## src/rtl/sync_fifo_core.sv

```systemverilog
// ---------------------------------------------------------------------------
// sync_fifo_core
//   DEPTH x WIDTH register-array FIFO storage. One push and one pop may happen
//   in the same cycle. A push that arrives while the FIFO is full is accepted
//   only if a pop frees a slot in the same cycle; otherwise it is dropped
//   silently and nothing changes.
//
// Ports
//   clk      in   rising-edge clock
//   reset    in   synchronous, active-high; empties the FIFO
//   wr_en    in   push request
//   wr_data  in   word to push
//   rd_en    in   pop request (ignored when empty)
//   rd_data  out  head word (combinational, valid while not empty)
//   empty    out  no words stored
//   full     out  DEPTH words stored
// ---------------------------------------------------------------------------
module sync_fifo_core #(
    parameter int DEPTH = 8,
    parameter int WIDTH = 8
) (
    input  logic             clk,
    input  logic             reset,
    input  logic             wr_en,
    input  logic [WIDTH-1:0] wr_data,
    input  logic             rd_en,
    output logic [WIDTH-1:0] rd_data,
    output logic             empty,
    output logic             full
);

    localparam int PTR_W = $clog2(DEPTH);
    localparam int CNT_W = PTR_W + 1;

    logic [PTR_W-1:0] wr_ptr_q, wr_ptr_d;
    logic [PTR_W-1:0] rd_ptr_q, rd_ptr_d;
    logic [CNT_W-1:0] count_q, count_d;
    logic [WIDTH-1:0] mem_q [DEPTH];
    logic [WIDTH-1:0] mem_d [DEPTH];

    logic rd_acc;
    logic wr_acc;

    assign empty   = (count_q == '0);
    assign full    = (count_q == CNT_W'(DEPTH));
    assign rd_data = mem_q[rd_ptr_q];

    // A write while full is only taken when a pop frees the head slot in the
    // same cycle; the pop reads the old head, so there is no overlap hazard.
    assign rd_acc = rd_en && !empty;
    assign wr_acc = wr_en && (!full || rd_acc);

    always_comb begin
        wr_ptr_d = wr_ptr_q;
        rd_ptr_d = rd_ptr_q;
        count_d  = count_q;
        mem_d    = mem_q;

        // DEPTH is a power of two, so natural pointer overflow is the wrap.
        if (wr_acc) begin
            mem_d[wr_ptr_q] = wr_data;
            wr_ptr_d        = wr_ptr_q + PTR_W'(1);
        end
        if (rd_acc) begin
            rd_ptr_d = rd_ptr_q + PTR_W'(1);
        end

        case ({wr_acc, rd_acc})
            2'b10:   count_d = count_q + CNT_W'(1);
            2'b01:   count_d = count_q - CNT_W'(1);
            default: count_d = count_q;
        endcase
    end

    always_ff @(posedge clk) begin
        if (reset) begin
            wr_ptr_q <= '0;
            rd_ptr_q <= '0;
            count_q  <= '0;
        end else begin
            wr_ptr_q <= wr_ptr_d;
            rd_ptr_q <= rd_ptr_d;
            count_q  <= count_d;
        end
    end

    // Storage contents need no reset: they are unreachable while empty.
    always_ff @(posedge clk) begin
        mem_q <= mem_d;
    end

endmodule

```

## src/rtl/sync_fifo_bypass.sv

```systemverilog
// ---------------------------------------------------------------------------
// sync_fifo_bypass
//   Producer-side FIFO with a zero-storage bypass path toward an arbiter.
//   When granted and empty, a fresh write goes straight to the output
//   register; otherwise writes are queued and drained in write order.
//
// Ports
//   CLK       in   rising-edge clock
//   Reset     in   synchronous, active-high
//   i_WrEn    in   producer write strobe
//   i_WrData  in   producer data
//   i_Grant   in   arbiter grant for this cycle
//   o_Valid   out  registered; o_Data carries a new word
//   o_Data    out  registered output word, holds when o_Valid is low
//   o_Grant   out  combinational request: a word is available to send
// ---------------------------------------------------------------------------
module sync_fifo_bypass #(
    parameter int DEPTH = 8,
    parameter int WIDTH = 8
) (
    input  logic             CLK,
    input  logic             Reset,
    input  logic             i_WrEn,
    input  logic [WIDTH-1:0] i_WrData,
    input  logic             i_Grant,
    output logic             o_Valid,
    output logic [WIDTH-1:0] o_Data,
    output logic             o_Grant
);

    logic             fifo_empty;
    logic             fifo_full;
    logic [WIDTH-1:0] fifo_head;

    logic             bypass;
    logic             pop;
    logic             push;

    logic             o_valid_q, o_valid_d;
    logic [WIDTH-1:0] o_data_q,  o_data_d;

    // Must not look at i_Grant: the arbiter builds i_Grant from o_Grant.
    assign o_Grant = i_WrEn || !fifo_empty;

    // Stored words always win over a fresh write so ordering is preserved;
    // in that case the fresh write is queued behind them.
    assign pop    = i_Grant && !fifo_empty;
    assign bypass = i_Grant && fifo_empty && i_WrEn;
    assign push   = i_WrEn && !bypass;

    sync_fifo_core #(
        .DEPTH (DEPTH),
        .WIDTH (WIDTH)
    ) u_core (
        .clk     (CLK),
        .reset   (Reset),
        .wr_en   (push),
        .wr_data (i_WrData),
        .rd_en   (pop),
        .rd_data (fifo_head),
        .empty   (fifo_empty),
        .full    (fifo_full)
    );

    always_comb begin
        o_valid_d = pop || bypass;
        o_data_d  = o_data_q;
        if (pop) begin
            o_data_d = fifo_head;
        end else if (bypass) begin
            o_data_d = i_WrData;
        end
    end

    always_ff @(posedge CLK) begin
        if (Reset) begin
            o_valid_q <= 1'b0;
            o_data_q  <= '0;
        end else begin
            o_valid_q <= o_valid_d;
            o_data_q  <= o_data_d;
        end
    end

    assign o_Valid = o_valid_q;
    assign o_Data  = o_data_q;

    // Full is consumed inside the core; kept visible here for debug probing.
    logic unused_full;
    assign unused_full = fifo_full;

endmodule

```

## config.mk

```make
export PLATFORM = sky130hd
export DESIGN_NAME = sync_fifo_bypass
export DESIGN_NICKNAME = d
export VERILOG_FILES = /design/src/rtl/sync_fifo_core.sv /design/src/rtl/sync_fifo_bypass.sv
export SDC_FILE = /design/constraint.sdc
export NUM_CORES = 1
export LEC_CHECK = 0
export CAP_MARGIN = 10
export CORE_MARGIN = 2
export CORE_UTILIZATION = 62
export DETAILED_ROUTE_END_ITERATION = 8
export GPL_TIMING_DRIVEN = 0
export PLACE_DENSITY = 0.83
export SLEW_MARGIN = 20
export SYNTH_ARGS = -nofsm -noshare
export SYNTH_HDL_FRONTEND = slang
export SYNTH_SLANG_ARGS = --single-unit
export TNS_END_PERCENT = 50
```

## constraint.sdc

```tcl
create_clock -name CLK -period 6.79 [get_ports CLK]
set_input_delay 1.0185 -clock CLK [delete_from_list [all_inputs] [get_ports CLK]]
set_output_delay 1.0185 -clock CLK [all_outputs]
set_load 0.01 [all_outputs]
```

Word-level counts from Yosys, hierarchy flattened
Index checks and enable logic that the tools add are counted.

Output and inout port bits: 10. Bits in latches: 0. Memories kept: 0. Bits in writable memories: 0. Flip-flop bits (word level): 83. ROM bits: 0.

Div/mod/pow operators: 0. Add/subtract/negate cells: 4. Equal/unequal tests: 3. Reductions and logical operators: 16. Shifts and indexed selects: 0. Bitwise gates (word level): 2. Mux-type cells: 9. Multiply operators: 0. Magnitude comparators: 3.

Operators with widths (count): bitwise mux 64 bit (1); two-way mux 8 bit (5); binary-select mux 8 bit (select 3 bit) (1); demux 8 bit (select 3 bit) (1); greater-or-equal comparator 4 bit (second input constant) (2); NOT 3 -> 4 bit (2); one-hot mux 4 bit (2 select lines) (1); logical AND 1 bit (7); adder 3 x 1 -> 3 bit (second input constant) (2); adder 4 x 1 -> 4 bit (second input constant) (1); equality test 4 bit (second input constant) (1); zero test 4 bit (1); < comparator 4 x 1 -> 1 bit (second input constant) (1); nonzero test 2 bit (2); subtractor 4 x 1 -> 4 bit (second input constant) (1); zero test 1 bit (3); logical OR 1 bit (3); equality test 2 x 1 -> 1 bit (second input constant) (1); equality test 2 bit (second input constant) (1).

Logic depth before layout (Yosys ltp)
Gate-level depths: netlist of run 1.

Depth after elaboration: 8. Mapped depth: 11. Mapped depth without buffers: 10.

By module
A second synthesis of run 1 with hierarchy kept.

Cells, all modules: 205. Area total of the unflattened synthesis: 3478.3 um^2.

Modules (own cells, without submodules): sync_fifo_core (area each 2997.9 um^2, times used 1, cells an instance 162); sync_fifo_bypass (area each 480.5 um^2, times used 1, cells an instance 43).

Least setup slack after synthesis of run 1
OpenSTA, ideal clock, no wires.

Path type: in2reg. Start point: input i_Grant. End point: register u_core.count_q[3]. Setup slack: 4.049 ns. Stages on the path: 6. Buffers on the path: 0. Arrival time: 2.617 ns. Required time: 6.667 ns. Cells stage by stage: xnor2_1 -> o21ai_1 -> ha_1 -> or3_1 -> o32ai_1 -> mux2_1.

Word-level cells in the longest chain between the ends: 7. Elaborated cells between the ends (all ways): 12. Those cells by class: eq/ne (2); mux (1); reduce/logical (9).

RTL lines: from (decl) (RTL line sync_fifo_bypass.sv:25) `input logic i_Grant,`; logical AND 1 bit (2 in a row) (RTL line sync_fifo_bypass.sv:48) `assign bypass = i_Grant && fifo_empty && i_WrEn;`; zero test 1 bit (RTL line sync_fifo_bypass.sv:49) `assign push = i_WrEn && !bypass;`; logical AND 1 bit (RTL line sync_fifo_bypass.sv:49); logical AND 1 bit (RTL line sync_fifo_core.sv:51) `assign wr_acc = wr_en && (!full || rd_acc);`; equality test 2 x 1 -> 1 bit / equality test 2 bit (equally long branches) (RTL line sync_fifo_core.sv:68) `case ({wr_acc, rd_acc})`; one-hot mux 4 bit (2 select lines) / nonzero test 2 bit (equally long branches); to (signal assigned) (RTL line sync_fifo_core.sv:83) `count_q <= count_d;`; to (decl) (RTL line sync_fifo_core.sv:37) `logic [CNT_W-1:0] count_q, count_d;`.

Parallel ways exist; a longest one is shown, timed or not. A chain may end at the register's enable or synchronous reset.

Worst setup path after layout of run 1
Start point: input i_WrEn. End point: output o_Grant.

Word-level cells in the longest chain between the ends: 1.

RTL lines: from (decl) (RTL line sync_fifo_bypass.sv:23) `input logic i_WrEn,`; logical OR 1 bit (RTL line sync_fifo_bypass.sv:43) `assign o_Grant = i_WrEn || !fifo_empty;`; to (decl) (RTL line sync_fifo_bypass.sv:28) `output logic o_Grant`.

No other way between the ends.

==> out/results.ini, run 1 <==
[sta]
finalCritPeriodShare_pct=48.6
slew_headroom_pct=40.0
rsz0062_at_grt=false
finalHoldViolations=0
final-max-slew-violation-count=0
fin_setup_tns_ps=0
min_period_ps=3300
setup_viol=0
worstMarginPinSlew_ps=895
fmax_mhz=303
clock_skew_ps=3.73

[worst_setup_path]
cp.required_ps=5770
rr_startpoint=u_core.count_q[1]
r2r_cells=10
crit_type=in2out
rrSetupSlack_ps=4110
cp_max_fo=3
r2r_end=u_core.count_q[2]
start_kind=input port
arrival_ps=2280
cp-end-kind=output port

[status]
status=finished clean

[placed_design]
placed_area_mm2=0.00367
dp_hpwl_um=4070
gp_congestion=0.744
portBuffers=21

[global_routing]
grt_max_degree=14
grtUsageMet1_pct=29.2
antenna_found_initial=0
overflow=0
grt_pass1_wl_um=10000
use_met2_pct=39.2
grt_usage_pct=23.6
first_global_vias=1880
grt_use_met3_pct=7.91
busiest_layer=met2

[cts]
cts_max_path_buffers=2
numCtsBuffers=9
ctsHoldBuffers=0
cts_tree=built
h-tree-depth=3
clk_pin_slew_ps=70
cts_root_buf=clkbuf_8
clk_latency_ps=350
cts_setup_buffers=0
cts.sinks=83
post_cts_resize_count=0

[drt]
avgViaCountPerCell=6.19
wl_per_cell_um=21.5
routed_wl_um=6370
vias=1832
antenna_left=0
drt_iter0_markers=154
drc_errors=0
dr.pass1.iters=4

[floorplanning]
die_y_um=77.6
design.die.area_mm2=0.00602
rows=26
ioPinCount=22
die_x_um=77.6
coreArea_mm2=0.00517
initial_core_util_pct=64.9

[min_path]
hold_class=reg2reg
min_path_cells=1
min_from=o_Data[3]
min_to=o_Data[3]

[logic_synthesis]
ys.flop_type=edfxtp_1
ys_async_sr_fraction_pct=0
synth_edf_count=64
ys_warn_count=0
syn_area_mm2=0.00336
ys_types=36
syn_avg_cell_area_um2=17.7
ys_ff_latch=83
syn-num-nets=207
syn_inst=190
yosysSeqAreaShare_pct=68.5

[finish]
final_layout_size_suffix_gt1_share_pct=15.0
syn_to_final_growth_pct=15.3
stdcell_area_mm2=0.00387
finalNetCount=239
diodes=0

[job]
drv_cap=0

[power_and_ir_drop]
p_leak_uw=0.00131
peakVddDrop_uv=244
powerDensity_mw_per_mm2=359

-- registers in the layout, indices dropped and copies added (netlist names) --
register         flops
o_Valid              1
u_core.rd_ptr_q      3
u_core.mem_q        64
u_core.wr_ptr_q      3
o_Data               8
u_core.count_q       4
-- critical path, cell delays in order --
cell and delay [ps]:
clkdlybuf4s50_1 500, inv_1 100, nand2_1 110, clkdlybuf4s50_1 540
-- per-stage QoR --
stage	total power, uW	worst slack, ps	util, %	instances	hold WS (ps)
3_3_place_gp	1010	3090	70.7	281	463
4_1_cts	1400	3490	74.9	296	488
3_5_place_dp	1040	3230	70.9	281	477
5_1_grt	1450	3330	74.9	296	518
6_report	1390	3490	74.9	296	494
2_1_floorplan	907	4050	-	190	454
-- cells by family (layout without fill, tap and decap cells) --
| logic type | after synthesis | in the layout | synth area share, % |
|---|---|---|---|
| and+or+nand+nor | 39 | 39 | 6.96 |
| xor gates and xnor gates | 7 | 7 | 1.82 |
| DFF | 83 | 83 | 68.5 |
| adders and majority gates | 5 | 5 | 1.86 |
| buffers and inverters | 9 | 45 | 1.79 |
| AOI/OAI and AO/OA | 28 | 28 | 6.59 |
| muxes | 19 | 19 | 12.4 |
-- synthesized netlist by cell type, types with 2 or more instances --
master	n	area (um2)
edfxtp_1	64	1920
dfxtp_1	19	380
nor2_1	13	48.8
mux4_2	9	203
a221o_1	8	80.1
a22o_1	8	70.1
mux4_1	7	184
a21oi_1	6	30.0
xor2_1	6	52.6
ha_1	5	62.6
nand2_1	5	18.8
nand2b_1	4	25.0
nor2b_1	4	25.0
inv_1	3	11.3
or3_1	3	18.8
buf_2	2	10.0
clkbuf_1	2	7.51
mux2i_1	2	20.0
nand3_1	2	10.0
nor3_1	2	10.0
-- cell type report --
cell class / count / area [um2]
Inverter: 3 / 11.3
Clock inverter: 5 / 78.8
Clock buffer: 10 / 128
Tap cell: 70 / 87.6
Multi-Input combinational cell: 98 / 1010
Sequential cell: 83 / 2300
Timing Repair Buffer: 21 / 210
Fill cell: 298 / 1300
Buffer: 6 / 48.8
-- how the worst max path moves through the flow --
stage | start | endpoint | slack (ps) | cells past startpoint
CTS | i_WrEn | o_Grant | 3490 | 4
finish | i_WrEn | o_Grant | 3490 | 4
global route | i_Grant | u_core.count_q[2] | 3330 | 10
global placement | i_Grant | u_core.mem_q[54] | 3090 | 5
detailed placement | i_Grant | u_core.count_q[2] | 3230 | 10
floorplan | i_Grant | u_core.count_q[3] | 4050 | 6
-- power breakdown --
group | switching, uW | internal, uW | leakage (uW)
Combinational | 186 | 189 | 0.000478
Clock | 162 | 204 | 0.0000960
Sequential | 39.7 | 609 | 0.000735
Total | 387 | 1000 | 0.00131
-- per-layer routing --
| layer | share of wire (%) | vias to the layer above |
|---|---|---|
| met5 | 0 | - |
| met4 | 1.5 | 0 |
| met3 | 7.2 | 9 |
| met2 | 52 | 66 |
| met1 | 40 | 922 |
| li1 | - | 835 |
-- cells in the final DEF (no fill, tap or decap), types with 4 or more instances in the layout --
cell and n:
a221o_1 8, mux4_2 9, edfxtp_1 64, clkbuf_8 9, clkdlybuf4s50_1 21, a21oi_1 6, mux4_1 7, nor2_1 13
xor2_1 6, nand2b_1 4, dfxtp_1 19, nor2b_1 4, nand2_1 5, a22o_1 8, ha_1 5
Note: power is estimated with default switching activity, not from simulation.
==> run 2, diff against run 1 <==
Settings changed: CORE_UTILIZATION 62 to 52, PLACE_DENSITY 0.83 to 0.74.
Clock period 6.79 ns to 2.8 ns, I/O delays scaled along.
==> run 2 against run 1 <==
First-iteration DRC count up 4.5%. Clock skew grew 4.1 ps. Critical endpoint is now u_core.count_q[3]. Combinational power rose by 140%. Design area fell by 0.71%. Clock-buffer cell count is 1 lower.
==> out/results.ini, run 2 (synthesized netlist as in run 1, its figures left out) <==
[worst_setup_path]
cp_top_family=simple AND/OR/NAND/NOR gates
worst_path_max_delay_cell=or4_4
r2r_cells=8  ; -2
worstPathCellList=buf_2, or4_4, nand2_1, inv_1, ha_1, or3_1, o32ai_1, mux2_1
cpPeakStageDelay_ps=530  ; about the same
rrSetupSlack_ps=210  ; -3900 ps
cp.depth=8  ; +4
arrival_ps=2820  ; +540 ps
cp_max_fo=8  ; +5
start_kind=flop
crit_type=reg2reg
worst-path-buf-inv=2  ; -1
cp.required_ps=3030  ; -2740 ps
cp-end-kind=flop

[global_routing]
antenna_found_initial=0  ; unchanged
overflow=0  ; unchanged
grt_pass1_wl_um=9440  ; -5.9%
grt_usage_pct=18.4  ; -5.2 points
first_global_vias=1736  ; -7.7%
grt_max_degree=15  ; +1

[finish]
syn_to_final_growth_pct=14.5
n_fill_cell=483  ; +62%
final_common_cell=edfxtp_1
final_layout_size_suffix_gt1_share_pct=15.9  ; +0.81 points
fin_cells=304  ; +2.7%
final_cell_mix=edfxtp_1, clkdlybuf4s50_1, dfxtp_1
stdcell_area_mm2=0.00385  ; -0.71%
finalNetCount=239  ; unchanged
regMostFlops=u_core.mem_q
diodes=0  ; unchanged
largest_reg_flops=64  ; unchanged

[drt]
avgViaCountPerCell=5.77  ; -6.8%
vias=1754  ; -4.3%
routed_wl_um=6020  ; -5.5%
dr.pass1.iters=4  ; unchanged
wl_per_cell_um=19.8  ; -8.0%
antenna_left=0  ; unchanged
drc_errors=0  ; unchanged
drt_iter0_markers=161  ; +4.5%

[placed_design]
place_inst=288  ; +2.5%
portBuffers=21  ; unchanged
gp_congestion=0.734  ; -1.3%
placed_area_mm2=0.00368  ; +0.24%
dp_hpwl_um=3750  ; -7.8%

[cts]
cts_max_path_buffers=2  ; unchanged
cts_tree=built
cts.sinks=83  ; unchanged
numCtsBuffers=9  ; unchanged
cts_root_buf=clkbuf_8
h-tree-depth=3  ; unchanged
clk_pin_slew_ps=80  ; about the same
clk_latency_ps=340  ; about the same

[floorplanning]
die_x_um=84.4  ; +8.7%
initial_core_util_pct=53.2  ; -12 points
design.die.area_mm2=0.00712  ; +18%
die_y_um=84.4  ; +8.7%
coreArea_mm2=0.00631  ; +22%
rows=29  ; +12%
ioPinCount=22  ; unchanged

[power_and_ir_drop]
switchingPower_uw=941  ; +140%
powerDensity_mw_per_mm2=831  ; +130%
p_leak_uw=0.00130  ; -0.78%
seq_power_share_pct=49.0  ; +2.3 points
peakVddDrop_uv=419  ; +72%
swShare_pct=29.5  ; +1.6 points
clkPwrFrac_pct=23.2  ; -3.1 points
p_comb_share_pct=27.8  ; +0.8 points
internal_power_uw=2250  ; +130%

[sta]
rsz0062_at_grt=false
fmax_mhz=386
slew_headroom_pct=37.8  ; -2.2 points
clock_skew_ps=7.78  ; +4.05 ps
finalHoldViolations=0  ; unchanged
setup_viol=0  ; unchanged
final-max-slew-violation-count=0  ; unchanged
worstMarginPinSlew_ps=929  ; +33.7 ps
min_period_ps=2590
finalCritPeriodShare_pct=92.5

[min_path]
hold_class=reg2reg
min_path_cells=2  ; +1

[status]
status=finished clean

[job]
drv_cap=0  ; unchanged

-- run 2: cell types whose count changed in the layout (fill, tap and decap cells not counted), sizes merged --
cell / delta
bufinv: -2
clkbuf: -1
clkinv: +3
clkinvlp: -1
inv: +2
-- run 2: area by class of cell --
| cell class | instances | area, um2 | area share [%] |
|---|---|---|---|
| Inverter | 3 | 11.3 | 0.293 |
| Multi-Input combinational cell | 98 | 1010 | 26.3 |
| Clock inverter | 7 | 42.5 | 1.11 |
| Sequential cell | 83 | 2300 | 59.9 |
| Tap cell | 77 | 96.3 | 2.50 |
| Timing Repair Buffer | 21 | 210 | 5.47 |
| Buffer | 6 | 48.8 | 1.27 |
| Clock buffer | 9 | 124 | 3.22 |
-- run 2: path summary, 6_finish.rpt --
kind | start | to
setup / recovery | u_core.count_q[1] | u_core.count_q[3]
hold / removal | u_core.wr_ptr_q[0] | u_core.wr_ptr_q[0]
setup reg to reg | u_core.count_q[1] | u_core.count_q[3]
hold reg to reg | u_core.wr_ptr_q[0] | u_core.wr_ptr_q[0]
-- run 2: what timing repair did --
item                                    4_1_cts  5_1_grt
hold buffers                                  0        0
endpoints found under the hold margin         0        0
endpoints found under the setup margin        0        1
gates resized for setup                       0        1
setup buffers                                 0        0
-- run 2: metal layers --
layer / up-vias / GRT usage [%] / part of all wire (%)
li1: 832 / - / -
met1: 859 / 25.3 / 45
met2: 56 / 28.9 / 47
met3: 7 / 4.23 / 6.3
met4: 0 / 7.36 / 1.4
met5: - / 0 / 0
-- run 2: power groups by stage --
stage / Combinational, uW / Sequential, uW / Clock (uW)
finish: 890 / 1570 / 740
global route: 982 / 1590 / 797
CTS: 893 / 1570 / 750
detailed placement: 889 / 1600 / 0
global placement: 876 / 1590 / 0
floorplan: 599 / 1600 / 0
-- run 2: metrics by stage --
stage	worst slack [ps]	TNS, ps	power (uW)	util, %	hold slack (ps)
after floorplan	366	0	2200	-	454
after global placement	-302	-4960	2470	58.1	467
after detailed placement	-118	-729	2480	58.2	470
after CTS	195	0	3210	60.9	484
after global routing	30.3	0	3370	60.9	515
final	211	0	3200	60.9	482
-- run 2: worst reg2reg max path, delay by kind of cell, from the launching register on --
kind,cells,cell delay (ps)
fa+ha+maj,1,360
flops,1,300
buf+inv,2,240
mux,1,350
simple gates,3,1070
compound gates,1,150
==> run 3, diff against run 2 <==
Settings changed: CORE_UTILIZATION 52 to 25, PLACE_DENSITY 0.74 to not set.
==> run 3 against run 2 <==
Register-to-register slack got worse by 20 ps. Die area rose by 100%. Setup slack lost 19 ps. Critical path type unchanged. First-iteration DRC count shrank 37%. Fmax shrank 0.72%. Final cell count up 33%. Critical endpoint unchanged. Clock power up 85%.
==> out/results.ini, run 3 (synthesized netlist as in run 1, its figures left out) <==
[status]
status=finished clean

[worst_setup_path]
r2r_cells=8  ; unchanged
worst_path_max_delay_cell=or4_4
start_kind=flop
cpPeakStageDelay_ps=540  ; about the same
worstPathCellList=buf_2, or4_4, nand2_1, inv_1, ha_1, or3_1, o32ai_1, mux2_1
cp.required_ps=3020  ; about the same
cp_max_fo=8  ; unchanged
r2r_end=u_core.count_q[3]
rr_startpoint=u_core.count_q[1]
arrival_ps=2830  ; about the same
cp-end-kind=flop
crit_type=reg2reg
rrSetupSlack_ps=190  ; -20 ps

[min_path]
min_from=u_core.wr_ptr_q[0]
min_to=u_core.wr_ptr_q[0]
min_path_cells=2  ; unchanged
hold_class=reg2reg

[cts]
ctsHoldBuffers=0  ; unchanged
cts_max_path_buffers=2  ; unchanged
cts_tree=built
h-tree-depth=3  ; unchanged
clk_latency_ps=330  ; about the same
numCtsBuffers=9  ; unchanged
cts_root_buf=clkbuf_16
cts.sinks=83  ; unchanged
clk_pin_slew_ps=60  ; -20 ps

[finish]
final_common_cell=edfxtp_1
final_layout_size_suffix_gt1_share_pct=16.3  ; +0.44 points
multiInputGateArea_mm2=0.00101  ; unchanged
syn_to_final_growth_pct=23.6
final_cell_mix=edfxtp_1, clkdlybuf4s50_1, dfxtp_1
seqCellArea_mm2=0.00230  ; unchanged
diodes=0  ; unchanged
fin_cells=403  ; +33%
regMostFlops=u_core.mem_q
finalNetCount=239  ; unchanged
largest_reg_flops=64  ; unchanged
n_fill_cell=1278  ; +160%

[sta]
clock_skew_ps=6.54  ; -1.24 ps
slew_headroom_pct=35.4  ; -2.4 points
setup_slack_ps=192  ; -18.8 ps
setup_viol=0  ; unchanged
rsz0062_at_grt=false
hold_slack_ps=489  ; +7.29 ps
worstMarginPinSlew_ps=965  ; +36.1 ps
final-max-slew-violation-count=0  ; unchanged
finalHoldViolations=0  ; unchanged
finalCritPeriodShare_pct=93.1  ; +0.67 points
fmax_mhz=383  ; -0.72%
min_period_ps=2610  ; +18.8 ps

[placed_design]
place_inst=387  ; +34%
placement.setup.worst_slack_ps=-176  ; -58.7 ps
dp_hpwl_um=4100  ; +9.2%
gp_congestion=0.735  ; +0.12%
portBuffers=21  ; unchanged

[global_routing]
overflow=0  ; unchanged
grt_pass1_wl_um=10500  ; +11%
first_global_vias=1754  ; +1.0%
grt_max_degree=15  ; unchanged
grt_usage_pct=10.2  ; -8.3 points
antenna_found_initial=0  ; unchanged

[drt]
drc_errors=0  ; unchanged
antenna_left=0  ; unchanged
drt_iter0_markers=102  ; -37%
dr.pass1.iters=4  ; unchanged
wl_per_cell_um=16.6  ; -16%
avgViaCountPerCell=4.37  ; -24%
routed_wl_um=6690  ; +11%
vias=1760  ; +0.34%

[floorplanning]
ioPinCount=22  ; unchanged
die_x_um=120  ; +42%
design.die.area_mm2=0.0144  ; +100%
die_y_um=120  ; +42%
initial_core_util_pct=25.5  ; -28 points
rows=42  ; +45%
coreArea_mm2=0.0132  ; +110%

[job]
drv_cap=0  ; unchanged

[power_and_ir_drop]
powerDensity_mw_per_mm2=927  ; +12%
peakVddDrop_uv=333  ; -20%
p_total_uw=3850  ; +20%
p_leak_uw=0.00138  ; +6.6%

[run 3: cell types whose count changed in the layout (fill, tap and decap cells not counted), sizes merged]
cell / before / now
clkinv: 4 / 0
bufinv: 0 / 3
clkinvlp: 1 / 0
clkbuf: 11 / 13
[run 3: final cells by class]
cell class	instances	share of cell area, %
Buffer	6	1.17
Clock inverter	5	2.59
Timing Repair Buffer	21	5.06
Inverter	3	0.271
Multi-Input combinational cell	98	24.3
Clock buffer	11	5.84
Tap cell	176	5.30
Sequential cell	83	55.4
[run 3: worst max path at each step]
stage / startpoint / end / slack [ps] / cells after the start
3_5_place_dp: i_Grant / u_core.count_q[3] / -180 / 7
3_3_place_gp: i_Grant / u_core.mem_q[52] / -450 / 5
4_1_cts: u_core.count_q[1] / u_core.count_q[3] / 160 / 7
5_1_grt: u_core.count_q[1] / u_core.count_q[2] / 40 / 11
2_1_floorplan: u_core.count_q[1] / u_core.count_q[3] / 370 / 8
6_report: u_core.count_q[1] / u_core.count_q[3] / 190 / 8
[run 3: power breakdown]
group	total, uW	internal [uW]	leakage (uW)	switching, uW
Clock	1370	902	0.000171	471
Sequential	1570	1480	0.000735	93.8
Combinational	905	459	0.000479	447
Total	3850	2840	0.00138	1010
[run 3: worst max-delay path, delay by kind of cell, from the launching register on]
family / cells / cell delay, ps
muxes: 1 / 350
AOI/OAI and AO/OA: 1 / 160
and+or+nand+nor: 3 / 1080
adders and majority gates: 1 / 370
buffers and inverters: 2 / 250
DFF: 1 / 290
[run 3: metal layers]
layer	vias up	share of wire, %	global-route usage [%]
li1	837	-	-
met5	-	0	0
met2	34	48	15.8
met4	0	1.4	3.31
met1	880	46	13.3
met3	9	4.6	3.37
[run 3: through the flow]
stage                     setup TNS [ps]  utilization [%]  area [um2]
after floorplan                        0                -        3360
after global placement             -9240             28.7        3790
after detailed placement           -3930             28.8        3800
after CTS                              0             31.5        4150
after global routing                   0             31.5        4150
final                                  0             31.5        4150
[run 3: repair_timing]
| action | 4_1_cts | 5_1_grt |
|---|---|---|
| hold endpoints to repair | 0 | 0 |
| setup buffers | 0 | 0 |
| gates resized for setup | 0 | 1 |
| endpoints found under the setup margin | 0 | 2 |
